[src/rtl/gpio_ctrl.sv]
// rtl/gpio_ctrl.sv - 16-pin memory-mapped GPIO controller on the PicoRV32 iomem bus
module gpio_ctrl #(
  parameter logic [31:0] BASE_ADDR = 32'h2100_0000
) (
  input  logic        clk,
  input  logic        resetn,
  input  logic        iomem_valid,
  output logic        iomem_ready,
  input  logic [3:0]  iomem_wstrb,
  input  logic [31:0] iomem_addr,
  input  logic [31:0] iomem_wdata,
  output logic [31:0] iomem_rdata,
  input  logic [15:0] gpio_in,
  output logic [15:0] gpio_out,
  output logic [15:0] gpio_oeb,
  output logic        irq
);

  localparam logic [5:0] REG_OUT     = 6'h00;
  localparam logic [5:0] REG_OE      = 6'h01;
  localparam logic [5:0] REG_IN      = 6'h02;
  localparam logic [5:0] REG_IRQ_EN  = 6'h03;
  localparam logic [5:0] REG_IRQ_POL = 6'h04;
  localparam logic [5:0] REG_STAT    = 6'h05;
  localparam logic [5:0] REG_OUT_SET = 6'h06;
  localparam logic [5:0] REG_OUT_CLR = 6'h07;

  typedef enum logic {S_IDLE, S_ACK} state_t;
  state_t state;

  logic [15:0] out_reg, oe_reg, irq_en, irq_pol, irq_stat;
  logic [15:0] sync1, sync2, prev;
  logic [15:0] wmask, wbits, hit, w1c, rd_val;
  logic [5:0]  reg_idx;
  logic        sel, do_acc, wr;

  // Upper strobes, data bits and the byte offset within a word have no register behind them
  logic unused_bits;
  assign unused_bits = ^{iomem_wstrb[3:2], iomem_addr[1:0], iomem_wdata[31:16]};

  assign sel     = iomem_valid && (iomem_addr[31:8] == BASE_ADDR[31:8]);
  assign do_acc  = (state == S_IDLE) && sel;
  assign wr      = do_acc && (iomem_wstrb != 4'b0000);
  assign reg_idx = iomem_addr[7:2];
  assign wmask   = {{8{iomem_wstrb[1]}}, {8{iomem_wstrb[0]}}};
  assign wbits   = iomem_wdata[15:0] & wmask;

  assign hit = (irq_pol & sync2 & ~prev) | (~irq_pol & ~sync2 & prev);
  assign w1c = (wr && reg_idx == REG_STAT) ? wbits : 16'h0000;

  assign gpio_out = out_reg;
  assign gpio_oeb = ~oe_reg;
  assign irq      = |(irq_stat & irq_en);

  always_comb begin
    rd_val = 16'h0000;
    case (reg_idx)
      REG_OUT:     rd_val = out_reg;
      REG_OE:      rd_val = oe_reg;
      REG_IN:      rd_val = sync2;
      REG_IRQ_EN:  rd_val = irq_en;
      REG_IRQ_POL: rd_val = irq_pol;
      REG_STAT:    rd_val = irq_stat;
      default:     rd_val = 16'h0000;
    endcase
  end

  always_ff @(posedge clk or negedge resetn) begin
    if (!resetn) begin
      state       <= S_IDLE;
      iomem_ready <= 1'b0;
      iomem_rdata <= 32'h0;
      out_reg     <= 16'h0;
      oe_reg      <= 16'h0;
      irq_en      <= 16'h0;
      irq_pol     <= 16'h0;
      irq_stat    <= 16'h0;
      sync1       <= 16'h0;
      sync2       <= 16'h0;
      prev        <= 16'h0;
    end else begin
      sync1 <= gpio_in;
      sync2 <= sync1;
      prev  <= sync2;
      // A fresh hit overrides a W1C of the same bit in the same cycle
      irq_stat <= (irq_stat & ~w1c) | hit;

      case (state)
        S_IDLE: begin
          if (sel) begin
            state       <= S_ACK;
            iomem_ready <= 1'b1;
            iomem_rdata <= wr ? 32'h0 : {16'h0, rd_val};
          end
        end
        default: begin
          state       <= S_IDLE;
          iomem_ready <= 1'b0;
        end
      endcase

      if (wr) begin
        case (reg_idx)
          REG_OUT:     out_reg <= (out_reg & ~wmask) | wbits;
          REG_OE:      oe_reg  <= (oe_reg  & ~wmask) | wbits;
          REG_IRQ_EN:  irq_en  <= (irq_en  & ~wmask) | wbits;
          REG_IRQ_POL: irq_pol <= (irq_pol & ~wmask) | wbits;
          REG_OUT_SET: out_reg <= out_reg | wbits;
          REG_OUT_CLR: out_reg <= out_reg & ~wbits;
          default: ;
        endcase
      end
    end
  end

endmodule

[config.mk]
export PLATFORM = sky130hd
export DESIGN_NAME = gpio_ctrl
export DESIGN_NICKNAME = d
export VERILOG_FILES = /design/src/rtl/gpio_ctrl.sv
export SDC_FILE = /design/constraint.sdc
export NUM_CORES = 1
export LEC_CHECK = 0
export ABC_AREA = 1
export ABC_CLOCK_PERIOD_IN_PS = 2000
export BUFFER_PORTS_ARGS = -buffer_cell sky130_fd_sc_hd__buf_2
export CAP_MARGIN = 20
export CORE_ASPECT_RATIO = 1.1
export CORE_MARGIN = 2
export CORE_UTILIZATION = 55
export CTS_BUF_LIST = sky130_fd_sc_hd__clkbuf_8
export CTS_CLUSTER_DIAMETER = 150
export DETAILED_ROUTE_END_ITERATION = 8
export PLACE_DENSITY = 0.78
export SYNTH_ARGS = -nofsm -noshare
export SYNTH_HDL_FRONTEND = slang
export SYNTH_SLANG_ARGS = --single-unit
[constraint.sdc]
create_clock -name clk -period 2 [get_ports clk]
set_clock_uncertainty 0.2 [all_clocks]
set_input_delay 0.6 -clock clk [delete_from_list [all_inputs] [get_ports clk]]
set_output_delay 0.6 -clock clk [all_outputs]
set_load 0.005 [all_outputs]
; Yosys cells after proc, flatten, opt, wreduce, memory -nomap -nowiden
; Index checks and enable logic that the tools add are counted.
[op_classes]
addsub = 0
mul = 0
n_div = 0
order_cmp = 0
n_eq_ne = 8
shift = 0
muxes = 8
n_bitwise = 27
reduce_logical = 14
[op_table]
columns = cell, n
row1 = AND 16 bit, 12
row2 = NOT 16 bit, 7
row3 = bitwise OR 16 bit, 7
row4 = one-hot mux 16 bit (6 select lines), 1
row5 = one-hot mux 16 bit (3 select lines), 1
row6 = two-way mux 16 bit, 2
row7 = equality test 24 x 22 -> 1 bit (second input constant), 1
row8 = equality test 6 x 3 -> 1 bit (second input constant), 4
row9 = OR reduction 16 bit, 1
row10 = equality test 6 x 2 -> 1 bit (second input constant), 2
row11 = AND reduction 2 bit, 5
row12 = equality test 6 x 1 -> 1 bit (second input constant), 1
row13 = logical NOT 6 bit, 1
row14 = logical AND 1 bit, 4
row15 = two-way mux 1 bit, 4
row16 = nonzero test 4 bit, 1
row17 = nonzero test 3 bit, 1
row18 = nonzero test 2 bit, 1
row19 = NOT 1 bit, 1
[totals]
register_bits = 162
latch_bits = 0
ramBits = 0
rom_bits = 0
inputBits = 87
word_cells = 68
memories = 0

; Logic depth before layout (Yosys ltp)
; Gate-level depths: netlist of run 1.
[logic_depth]
depth_word = 9
ltp_mapped = 11
mapped_depth_nobuf = 10

; Worst setup path after synthesis of run 1
; OpenSTA, ideal clock, no wires.
[synth_path]
path_type = input port to flip-flop
from = in iomem_addr[27]
to = reg out_reg[7], in the netlist gpio_out[7]
arrival_ns = 1.521
required_time_ns = 1.681
setup_slack_ns = 0.160
stages = 9
path_buffers = 1
path_cell_list = inv_1 nand2_1 nor2_1 nand3_1 nor2_2 clkbuf_1 nand4_1 nand2_1 nand2_1
[synth_via]
elab_chain_cells = 5
[synth_lines]
columns = element, line_no
row1 = start: declaration, 10  ; input logic [31:0] iomem_addr,
row2 = equality test 24 x 22 -> 1 bit, 41  ; assign sel = iomem_valid && (iomem_addr[31:8] == BASE_ADDR[31:8]);
row3 = logical AND 1 bit, 41
row4 = logical AND 1 bit, 42  ; assign do_acc = (state == S_IDLE) && sel;
row5 = logical AND 1 bit, 43  ; assign wr = do_acc && (iomem_wstrb != 4'b0000);
row6 = AND reduction 2 bit (no source line), --
row7 = end signal: assignment, 104  ; REG_OUT: out_reg <= (out_reg & ~wmask) | wbits;
row8 = end signal: assignment, 108  ; REG_OUT_SET: out_reg <= out_reg | wbits;
row9 = end signal: assignment, 109  ; REG_OUT_CLR: out_reg <= out_reg & ~wbits;
row10 = end: declaration, 31  ; logic [15:0] out_reg, oe_reg, irq_en, irq_pol, irq_stat;
; Every way passes these cells.
; A chain may end at the register's enable or synchronous reset.

==> results of run 1 <==
## final cells by class
cell class              instances  area [um^2]
fillers                      1105         4418
flip-flops and latches        146         3654
multi-input cells             617         2879
repair buffers                168         1162
inverters                     120        450.4
clock buffers                  19        261.5
well taps                     161        201.4
clock inverters                11        76.32
## Yosys cell counts
cell type and count:
a21oi_1 15, a221oi_1 1, a22oi_1 1, buf_1 1
buf_2 15, buf_4 25, buf_6 11, clkbuf_1 3
clkbuf_4 1, conb_1 1, dfrtp_1 146, inv_1 116
inv_2 4, nand2_1 336, nand2_2 3, nand2_4 1
nand3_1 23, nand4_1 96, nand4_4 6, nor2_1 62
nor2_2 5, nor2_4 4, nor2_8 1, o2111ai_1 2
o21ai_0 44, o22ai_1 1
## stage by stage
step / utilization / TNS (ps) / setup slack, ps
finish: 0.6628 / -335.7 / -335.7
global route: 0.6628 / -425.4 / -425.4
CTS: 0.6606 / -353.4 / -353.4
detailed placement: 0.6330 / -6432 / -127.2
global placement: 0.6330 / -4309 / -101.9
floorplan: - / 0 / 160.1
## repair_timing
action                                  4_1_cts  5_1_grt
hold endpoints to repair                     19        0
gates resized for setup                       2        3
endpoints found under the setup margin        1        1
setup buffers                                 1        3
pin swaps                                     2        3
hold buffers                                  1        0
## final timing paths
kind	end	cells past startpoint
setup / recovery	irq	5
hold / removal	sync1[8]	1
setup reg to reg	register	9
hold reg to reg	sync2[11]	0
max in group asynchronous	iomem_rdata[12]	3
min in group asynchronous	gpio_out[7]	2
## power breakdown
part	internal, uW	switching (uW)
combinational	127	249
clock	1000	1030
sequential	3000	25.6
## cells by family after synthesis
logic type	count (synthesis)	share of synthesized area
AOI/OAI and AO/OA	64	0.04584
buffers and inverters	176	0.1175
DFF	146	0.4994
other	1	0.0005126
and+or+nand+nor	537	0.3368
## per-layer routing
metal,GRT usage,up-vias
met3,0.06253,53
met5,0,-
met1,0.4043,3184
met4,0.1047,0
met2,0.4289,334
li1,-,3227
## worst max-delay path, stage by stage, from the launching register on
cell     delay, ps
dfrtp_1        400
nand2_1        110
o21ai_0        100
nor2_1         160
nand3_1        150
buf_2          160
==> reports/metrics.yaml, run 1 <==
cts_tree: "done"
grt_pass1_vias: 6330
rsz0062_at_grt: "yes"
synth_top_area_frac: 0.4994
wl_met3_mm: 1.630
area_delta_synth_final_pct: 18.71
hold_path.startpoint: "gpio_in[8]"
io_buffers: 118
period_share: 1.168
hold_viol_final: 0
dr_total_vias: 6798
p_leak_uw: 0.004694
cts_buffers: 17
routed_wl_mm: 19.42
hp-class: "input port to register"
ctsHtreeMaxLevel: 4
layout.nets: 1157
crit_required_ps: 1200
synth_largest_area_cell: "dfrtp_1"
fin_cells: 1242
root_buffer: "clkbuf_8"
crit_fanout: 3
place_congestion: 0.8734
grt_pass1_wl_mm: 31.27
outcome: "finished with violations"
netlist_instances: 924
grt-ovfl-total: 0
ys.warnings.count: 0
grt_max_degree: 37
synthTopCellsByArea: "dfrtp_1 50%, nand2_1 17%, nand4_1 8.2%, inv_1 6.0%, nor2_1 3.2%"
viasPerCell: 5.473
whs_ps: 42.31
r2r_slack_ps: 270
slew_viol_final: 0
place_hpwl_mm: 13.50
met2_length_mm: 9.140
endpoint_kind: "primary output"
die-area_mm2: 0.01424
max_cap_viol_count: 0
antenna_left: 0
dp_cells: 1207
setup_slack_ps: -335.7
routedWlPerCell_um: 15.63
clkTransAtPathRegs_ps: 70
finalSetupViolCount: 1
core_region_area_mm2: 0.01310
max_freq_mhz: 428.1
drive_gt1_frac: 0.2044
drt_iter0_drc: 657
critPathArrivalTime_ps: 1540
power.density_mw_per_mm2: 625.8
power.total_uw: 5435
postPlaceCellArea_mm2: 0.008294
clk_latency_ps: 460
start_kind: "register"
seq_area_frac_synth: 0.4994
synth_cell_types: 26
crit_type: "register to primary output"
io_pins: 153
min_period_ps: 2336
grt_usage: 0.2834
mappedNetlistArea_mm2: 0.007316
diodes: 0
rows: 44
layout_common_cells: "335 x nand2_1, 146 x dfrtp_1, 120 x inv_1"
syn_avg_cell_area_um2: 7.917
rr_startpoint: "state"
dieWidth_um: 114.0
met1_length_mm: 8.155
first_pass_iters: 6
yosys_register_bits: 146
start_util: 0.5583
fin_area_mm2: 0.008685
highest_layer: "met4"
grt_antenna_before_repair: 0
die_h_um: 125.0
worst_ir_drop_vdd_mv: 0.5021
route.detailed.drc: 0
clock-sinks: 146
clockBufferDepth: 2
final_common_cell: "nand2_1"
failed_checks: "negative setup slack"
Note: power is estimated with default switching activity, not from simulation.
==> run 2, diff against run 1 <==
--- a/config.mk
+++ b/config.mk
@@ -5,7 +5,7 @@
 export SDC_FILE = /design/constraint.sdc
 export NUM_CORES = 1
 export LEC_CHECK = 0
-export ABC_AREA = 1
+export ABC_AREA = 0
 export ABC_CLOCK_PERIOD_IN_PS = 2000
 export BUFFER_PORTS_ARGS = -buffer_cell sky130_fd_sc_hd__buf_2
 export CAP_MARGIN = 20
@@ -15,7 +15,7 @@
 export CTS_BUF_LIST = sky130_fd_sc_hd__clkbuf_8
 export CTS_CLUSTER_DIAMETER = 150
 export DETAILED_ROUTE_END_ITERATION = 8
-export PLACE_DENSITY = 0.78
+export PLACE_DENSITY = 0.79
 export SYNTH_ARGS = -nofsm -noshare
 export SYNTH_HDL_FRONTEND = slang
 export SYNTH_SLANG_ARGS = --single-unit
==> run 2 against run 1 <==
  * The run still ends with negative setup slack left
  * Critical path depth is 1 lower
  * Setup slack worse by 350 ps
  * Worst hold slack worse by 25 ps
  * Combinational power is 35% higher
  * Maximum frequency is 13% lower
  * Non-clock buffer count is 57 higher
  * Utilization is 15 points higher
  * Sequential power hardly changed
  * Die area is 9.5% lower
  * Sequential share of layout area is 3.3 points lower
  * Global-route usage is 7.9 points higher
  * First-iteration DRC count is 29% higher
==> reports/metrics.yaml, run 2 <==
outcome: "finished with violations"
failed_checks: "negative setup slack"
grt_pass1_vias: 6232  # -1.5%
hold_viol_final: 0  # unchanged
setup_slack_ps: -683.7  # -348.0 ps
fin_cells: 910  # -27%
start_util: 0.5691  # +0.01072
period_share: 1.342  # +0.1740
final_common_cell: "dfrtp_1"
hp-class: "input port to register"
die-area_mm2: 0.01289  # -9.5%
synth_cell_types: 38  # +46%
cts_buffers: 17  # unchanged
start_kind: "register"
layout.nets: 835  # -28%
seq_area_frac_synth: 0.5538  # +0.05436
routed_wl_mm: 24.90  # +28%
dr_total_vias: 6170  # -9.2%
async_reset_ff_frac: 1.000  # unchanged
place_congestion: 0.8984  # +2.9%
slew_viol_final: 0  # unchanged
drt_iter0_drc: 845  # +29%
swShare: 0.2637  # +0.02315
p_leak_uw: 0.004936  # +5.2%
yosys_register_bits: 146  # unchanged
dieWidth_um: 108.4  # -4.9%
die_h_um: 118.9  # -4.9%
endpoint_kind: "primary output"
worst_pin_slew_ps: 567.0
grt_max_degree: 40  # +8.1%
whs_ps: 17.45  # -24.86 ps
power.internal_uw: 4031  # -2.4%
dp_cells: 849  # -30%
grt_antenna_before_repair: 1  # +1
rsz0062_at_grt: "yes"
synthTopCellsByArea: "dfrtp_1 55%, mux4_2 5.5%, mux2i_1 4.9%, mux2_2 4.1%, o41ai_1 4.0%"
routedWlPerCell_um: 27.36  # +75%
power_frac_clock: 0.352  # -0.022
synthTopCellsByCount: "146 x dfrtp_1, 50 x nand2_1, 38 x inv_1, 32 x mux2i_1, 30 x o41ai_1"
syn_avg_cell_area_um2: 12.29  # +55%
grt-ovfl-total: 0  # unchanged
drive_gt1_frac: 0.4638  # +0.2593
power.density_mw_per_mm2: 580.9  # -7.2%
critPathArrivalTime_ps: 1880  # +340 ps
slew_headroom: 0.6188
area_delta_synth_final_pct: 42.84
ys.warnings.count: 0  # unchanged
synth-edff-count: 0  # unchanged
max_cap_viol_count: 0  # unchanged
crit_fanout: 2  # -1
clock-sinks: 146  # unchanged
finalSetupViolCount: 78  # +77
worst_ir_drop_vdd_mv: 0.5915  # +18%
io_pins: 153  # unchanged
viasPerCell: 6.780  # +24%
power.total_uw: 5474  # +0.72%
core_region_area_mm2: 0.01159  # -12%
root_buffer: "clkbuf_8"
synth_largest_area_cell: "dfrtp_1"
cts_tree: "done"
combPwrFrac: 0.093  # +0.024
fin_area_mm2: 0.009424  # +8.5%
synth_most_common_cell: "dfrtp_1"
rows: 41  # -6.8%
clkTransAtPathRegs_ps: 80  # about the same
synth_top_area_frac: 0.5538  # +0.05436
postPlaceCellArea_mm2: 0.007938  # -4.3%
clk_latency_ps: 480  # +20 ps
place_hpwl_mm: 13.11  # -2.9%
route.detailed.drc: 0  # unchanged
max_freq_mhz: 372.6  # -13%
power.switching_uw: 1443  # +10%
antenna_left: 0  # unchanged
grt_pass1_wl_mm: 34.53  # +10%
seqPwrFrac: 0.555  # -0.002
fin_setup_tns_ps: -18580  # -18,240 ps
crit_type: "register to primary output"
io_buffers: 118  # unchanged
ctsHtreeMaxLevel: 4  # unchanged
clockBufferDepth: 2  # unchanged
layout_common_cells: "146 x dfrtp_1, 115 x buf_2, 63 x buf_4"
crit_required_ps: 1200  # about the same
netlist_instances: 537  # -42%
grt_usage: 0.3623  # +0.07890
synth_flop_cell: "dfrtp_1"
first_pass_iters: 8  # +2
mappedNetlistArea_mm2: 0.006598  # -9.8%
min_period_ps: 2684  # +348.0 ps
-- run 2: changes by cell type in the layout (fill, tap and decap cells not counted), sizes merged, moves of 25 or more --
| cell | delta |
|---|---|
| mux2i | +32 |
| nor2 | -51 |
| nand2 | -290 |
| o21ai | -25 |
| nand4 | -98 |
| buf | +57 |
| o41ai | +30 |
| inv | -82 |
| mux2 | +32 |
-- run 2: logic make-up (layout without fill, tap and decap cells) --
family,count (synthesis),after routing,synth area share
AO/OA/AOI/OAI,122,122,0.1443
XOR/XNOR,1,1,0.001328
buffers and inverters,87,294,0.06144
flip-flops,146,146,0.5538
multiplexers,80,80,0.1623
other,1,17,0.0005684
AND/OR/NAND/NOR,100,100,0.07624
-- run 2: final timing paths --
check | startpoint | depth (start not counted) | to | slack, ps
max in group asynchronous | resetn | 3 | irq_stat[3] | 630
min reg2reg | sync1[12] | 0 | sync2[12] | 140
max reg2reg | state | 7 | register | -440
max | register | 4 | irq | -680
min in group asynchronous | resetn | 2 | sync1[1] | 410
min | gpio_in[10] | 1 | sync1[10] | 20
-- run 2: stage by stage --
stage | setup WS, ps | utilization
after floorplan | -696.4 | -
after global placement | -636.7 | 0.6847
after detailed placement | -700.0 | 0.6847
after CTS | -556.2 | 0.7907
after global routing | -696.2 | 0.8126
final | -683.7 | 0.8129
-- run 2: routing by layer --
metal  wire [um]  track usage  share of wire  vias up
met5           0            0              0        -
met3        2997       0.1051           0.12      182
met2       11640       0.5703           0.47      603
met1        8417       0.4366           0.34     2992
li1            -            -              -     2393
met4        1844       0.2228          0.074        0
-- run 2: cell type report --
cell class                 instances  area [um^2]
timing repair buffer             225         1740
multi-input combinational        319         3390
inverter                          39        146.4
clock inverter                    12        56.30
sequential                       146         3654
antenna                            1        2.502
tap                              150        187.7
clock buffer                      18        247.7
fill                             583         2170
-- run 2: repair_timing --
item | CTS | global route
gates resized for setup | 124 | 46
pin swaps | 56 | 27
endpoints found under the hold margin | 32 | 0
hold buffers | 1 | 0
endpoints found under the setup margin | 81 | 81
setup buffers | 17 | 20
gates cloned | 4 | 0
-- run 2: power groups by stage --
stage	Sequential, uW	Clock, uW	Combinational [uW]
finish	3040	1930	508
global route	3040	2070	538
CTS	3030	1900	455
detailed placement	3090	0	413
global placement	3080	0	396
floorplan	3080	0	189
-- run 2: critical path: stages (launching register included) --
cell      delay [ps]
dfrtp_1          400
a22o_1           240
a221oi_1         370
nand4_1          220
buf_2            180
==> run 3, diff against run 2 <==
--- a/config.mk
+++ b/config.mk
@@ -6,7 +6,7 @@
 export NUM_CORES = 1
 export LEC_CHECK = 0
 export ABC_AREA = 0
-export ABC_CLOCK_PERIOD_IN_PS = 2000
+export ABC_CLOCK_PERIOD_IN_PS = 3000
 export BUFFER_PORTS_ARGS = -buffer_cell sky130_fd_sc_hd__buf_2
 export CAP_MARGIN = 20
 export CORE_ASPECT_RATIO = 1.1
==> constraint.sdc (replaced) <==
create_clock -name clk -period 3 [get_ports clk]
set_clock_uncertainty 0.2 [all_clocks]
set_input_delay 0.9 -clock clk [delete_from_list [all_inputs] [get_ports clk]]
set_output_delay 0.9 -clock clk [all_outputs]
set_load 0.005 [all_outputs]
==> run 3 against run 2 <==
  * The flow now finishes without violations
  * Via count down 15%
  * Count of clock-buffer cells in the layout up 1
  * Cell count down 7.8%
  * Combinational power down 51%
  * Die area unchanged
  * First-iteration DRC count down 48%
  * Flip-flop and latch count unchanged
  * Highest routed layer unchanged
==> reports/metrics.yaml, run 3 (synthesis gave the netlist of run 2 again) <==
grt_antenna_before_repair: 0  # -1
die-area_mm2: 0.01289  # unchanged
path_cells: "a22o_1, a221oi_1, nand4_1, buf_2"
clk_latency_ps: 460  # -20 ps
post-place-ws_ps: -157.0  # +543.0 ps
root_buffer: "clkbuf_8"
diodes: 0  # -1
endpoint_kind: "primary output"
worst_pin_slew_ps: 1039  # +472.3 ps
outcome: "complete, no violations"
rsz0062_at_grt: "no"
period_share: 0.9888
antenna_left: 0  # unchanged
worst_ir_drop_vdd_mv: 0.4467  # -24%
slew_headroom: 0.3065  # -0.3123
cts_tree: "done"
cts_resized: 0  # -100%
grt_pass1_wl_mm: 28.33  # -18%
clock-sinks: 146  # unchanged
io_buffers: 118  # unchanged
place_congestion: 0.8609  # -4.2%
place_hpwl_mm: 12.30  # -6.2%
crit_type: "register to primary output"
grt_usage: 0.2915  # -0.07081
hold_viol_final: 0  # unchanged
p_leak_uw: 0.003940  # -20%
post-cts-setup-buffer-count: 0  # -17
layout.core_utilization: 0.6835  # -0.1294
postCtsHoldBufs: 0  # -1
routedWlPerCell_um: 20.99  # -23%
drt_iter0_drc: 440  # -48%
viasPerCell: 6.243  # -7.9%
start_kind: "register"
routed_wl_mm: 17.61  # -29%
route.detailed.drc: 0  # unchanged
grt-ovfl-total: 0  # unchanged
fillers: 846  # +45%
clkTransAtPathRegs_ps: 80  # about the same
layout_common_cells: "146 x dfrtp_1, 117 x buf_2, 50 x nand2_1"
min_period_ps: 2966
cts_buffers: 17  # unchanged
slew_viol_final: 0  # unchanged
rows: 41  # unchanged
grt_max_degree: 57  # +43%
crit_required_ps: 1900  # +700 ps
crit_fanout: 3  # +1
ctsHtreeMaxLevel: 4  # unchanged
first_pass_iters: 5  # -3
drive_gt1_frac: 0.3512  # -0.1125
cp_slowest_cell: "dfrtp_1"
io_pins: 153  # unchanged
start_util: 0.5691  # unchanged
finalSetupViolCount: 0  # -100%
power.density_mw_per_mm2: 491.3  # -15%
dr_total_vias: 5238  # -15%
layout.nets: 763  # -8.6%
clockBufferDepth: 2  # unchanged
whs_ps: 150.9  # +133.4 ps
grt_pass1_vias: 5445  # -13%
max_stage_delay_ps: 410  # about the same
dieWidth_um: 108.4  # unchanged
max_cap_viol_count: 0  # unchanged
die_h_um: 118.9  # unchanged
area_delta_synth_final_pct: 20.10
setup_slack_ps: 33.75  # +717.5 ps
core_region_area_mm2: 0.01159  # unchanged
final_common_cell: "dfrtp_1"
max_freq_mhz: 337.1
critPathArrivalTime_ps: 1870  # about the same
hp-class: "register to register"
## run 3: changes by cell type in the layout (fill, tap and decap cells not counted), moves of 24 or more
cell and delta:
mux2_4 -24, mux2_2 +24, o41ai_4 -25, buf_4 -31
buf_6 -24, o41ai_1 +30
## run 3: area by class of cell
| cell class | count | area (um^2) | area share |
|---|---|---|---|
| clock buffers | 19 | 261.5 | 0.03300 |
| clock inverters | 13 | 160.2 | 0.02021 |
| inverters | 39 | 146.4 | 0.01847 |
| multi-input cells | 319 | 2618 | 0.3303 |
| flip-flops and latches | 146 | 3654 | 0.4611 |
| well taps | 150 | 187.7 | 0.02369 |
| repair buffers | 153 | 897.1 | 0.1132 |
## run 3: metal layers
metal | GRT usage | wire, um | up-vias
met3 | 0.07499 | 1683 | 53
met5 | 0 | 0 | -
met4 | 0.1258 | 536 | 0
met2 | 0.4609 | 8686 | 330
li1 | - | - | 2237
met1 | 0.3803 | 6707 | 2618
## run 3: report_power, final
group	internal (uW)	switching, uW	leakage [uW]	total, uW
clock network	862	761	0.000200	1620
registers	2000	22.0	0.00176	2020
logic	97.2	152	0.00198	249
total	2960	935	0.00394	3890
## run 3: through the flow
step,area (um^2),TNS (ps),cells,power [uW]
after detailed placement,7496,-4075,807,2306
after CTS,7918,0,839,3907
after global routing,7924,0,839,4019
final,7924,0,839,3893
after floorplan,6668,0,552,2175
after global placement,7496,-454.8,807,2294
## run 3: worst paths after layout
path,slack [ps],depth (start not counted),from,end
hold / removal,150,0,sync1[8],sync2[8]
min in group asynchronous,200,1,resetn,asynchronous set/reset pin
max in group asynchronous,1730,2,resetn,sync1[15]
hold reg to reg,150,0,sync1[8],sync2[8]
setup / recovery,30,4,register,irq
setup reg to reg,480,6,state,register
## run 3: critical path: cells and delay by family (launching register included)
kind / cells / cell delay (ps)
AOI/OAI and AO/OA: 2 / 560
DFF: 1 / 410
buffers and inverters: 1 / 190
and+or+nand+nor: 1 / 230
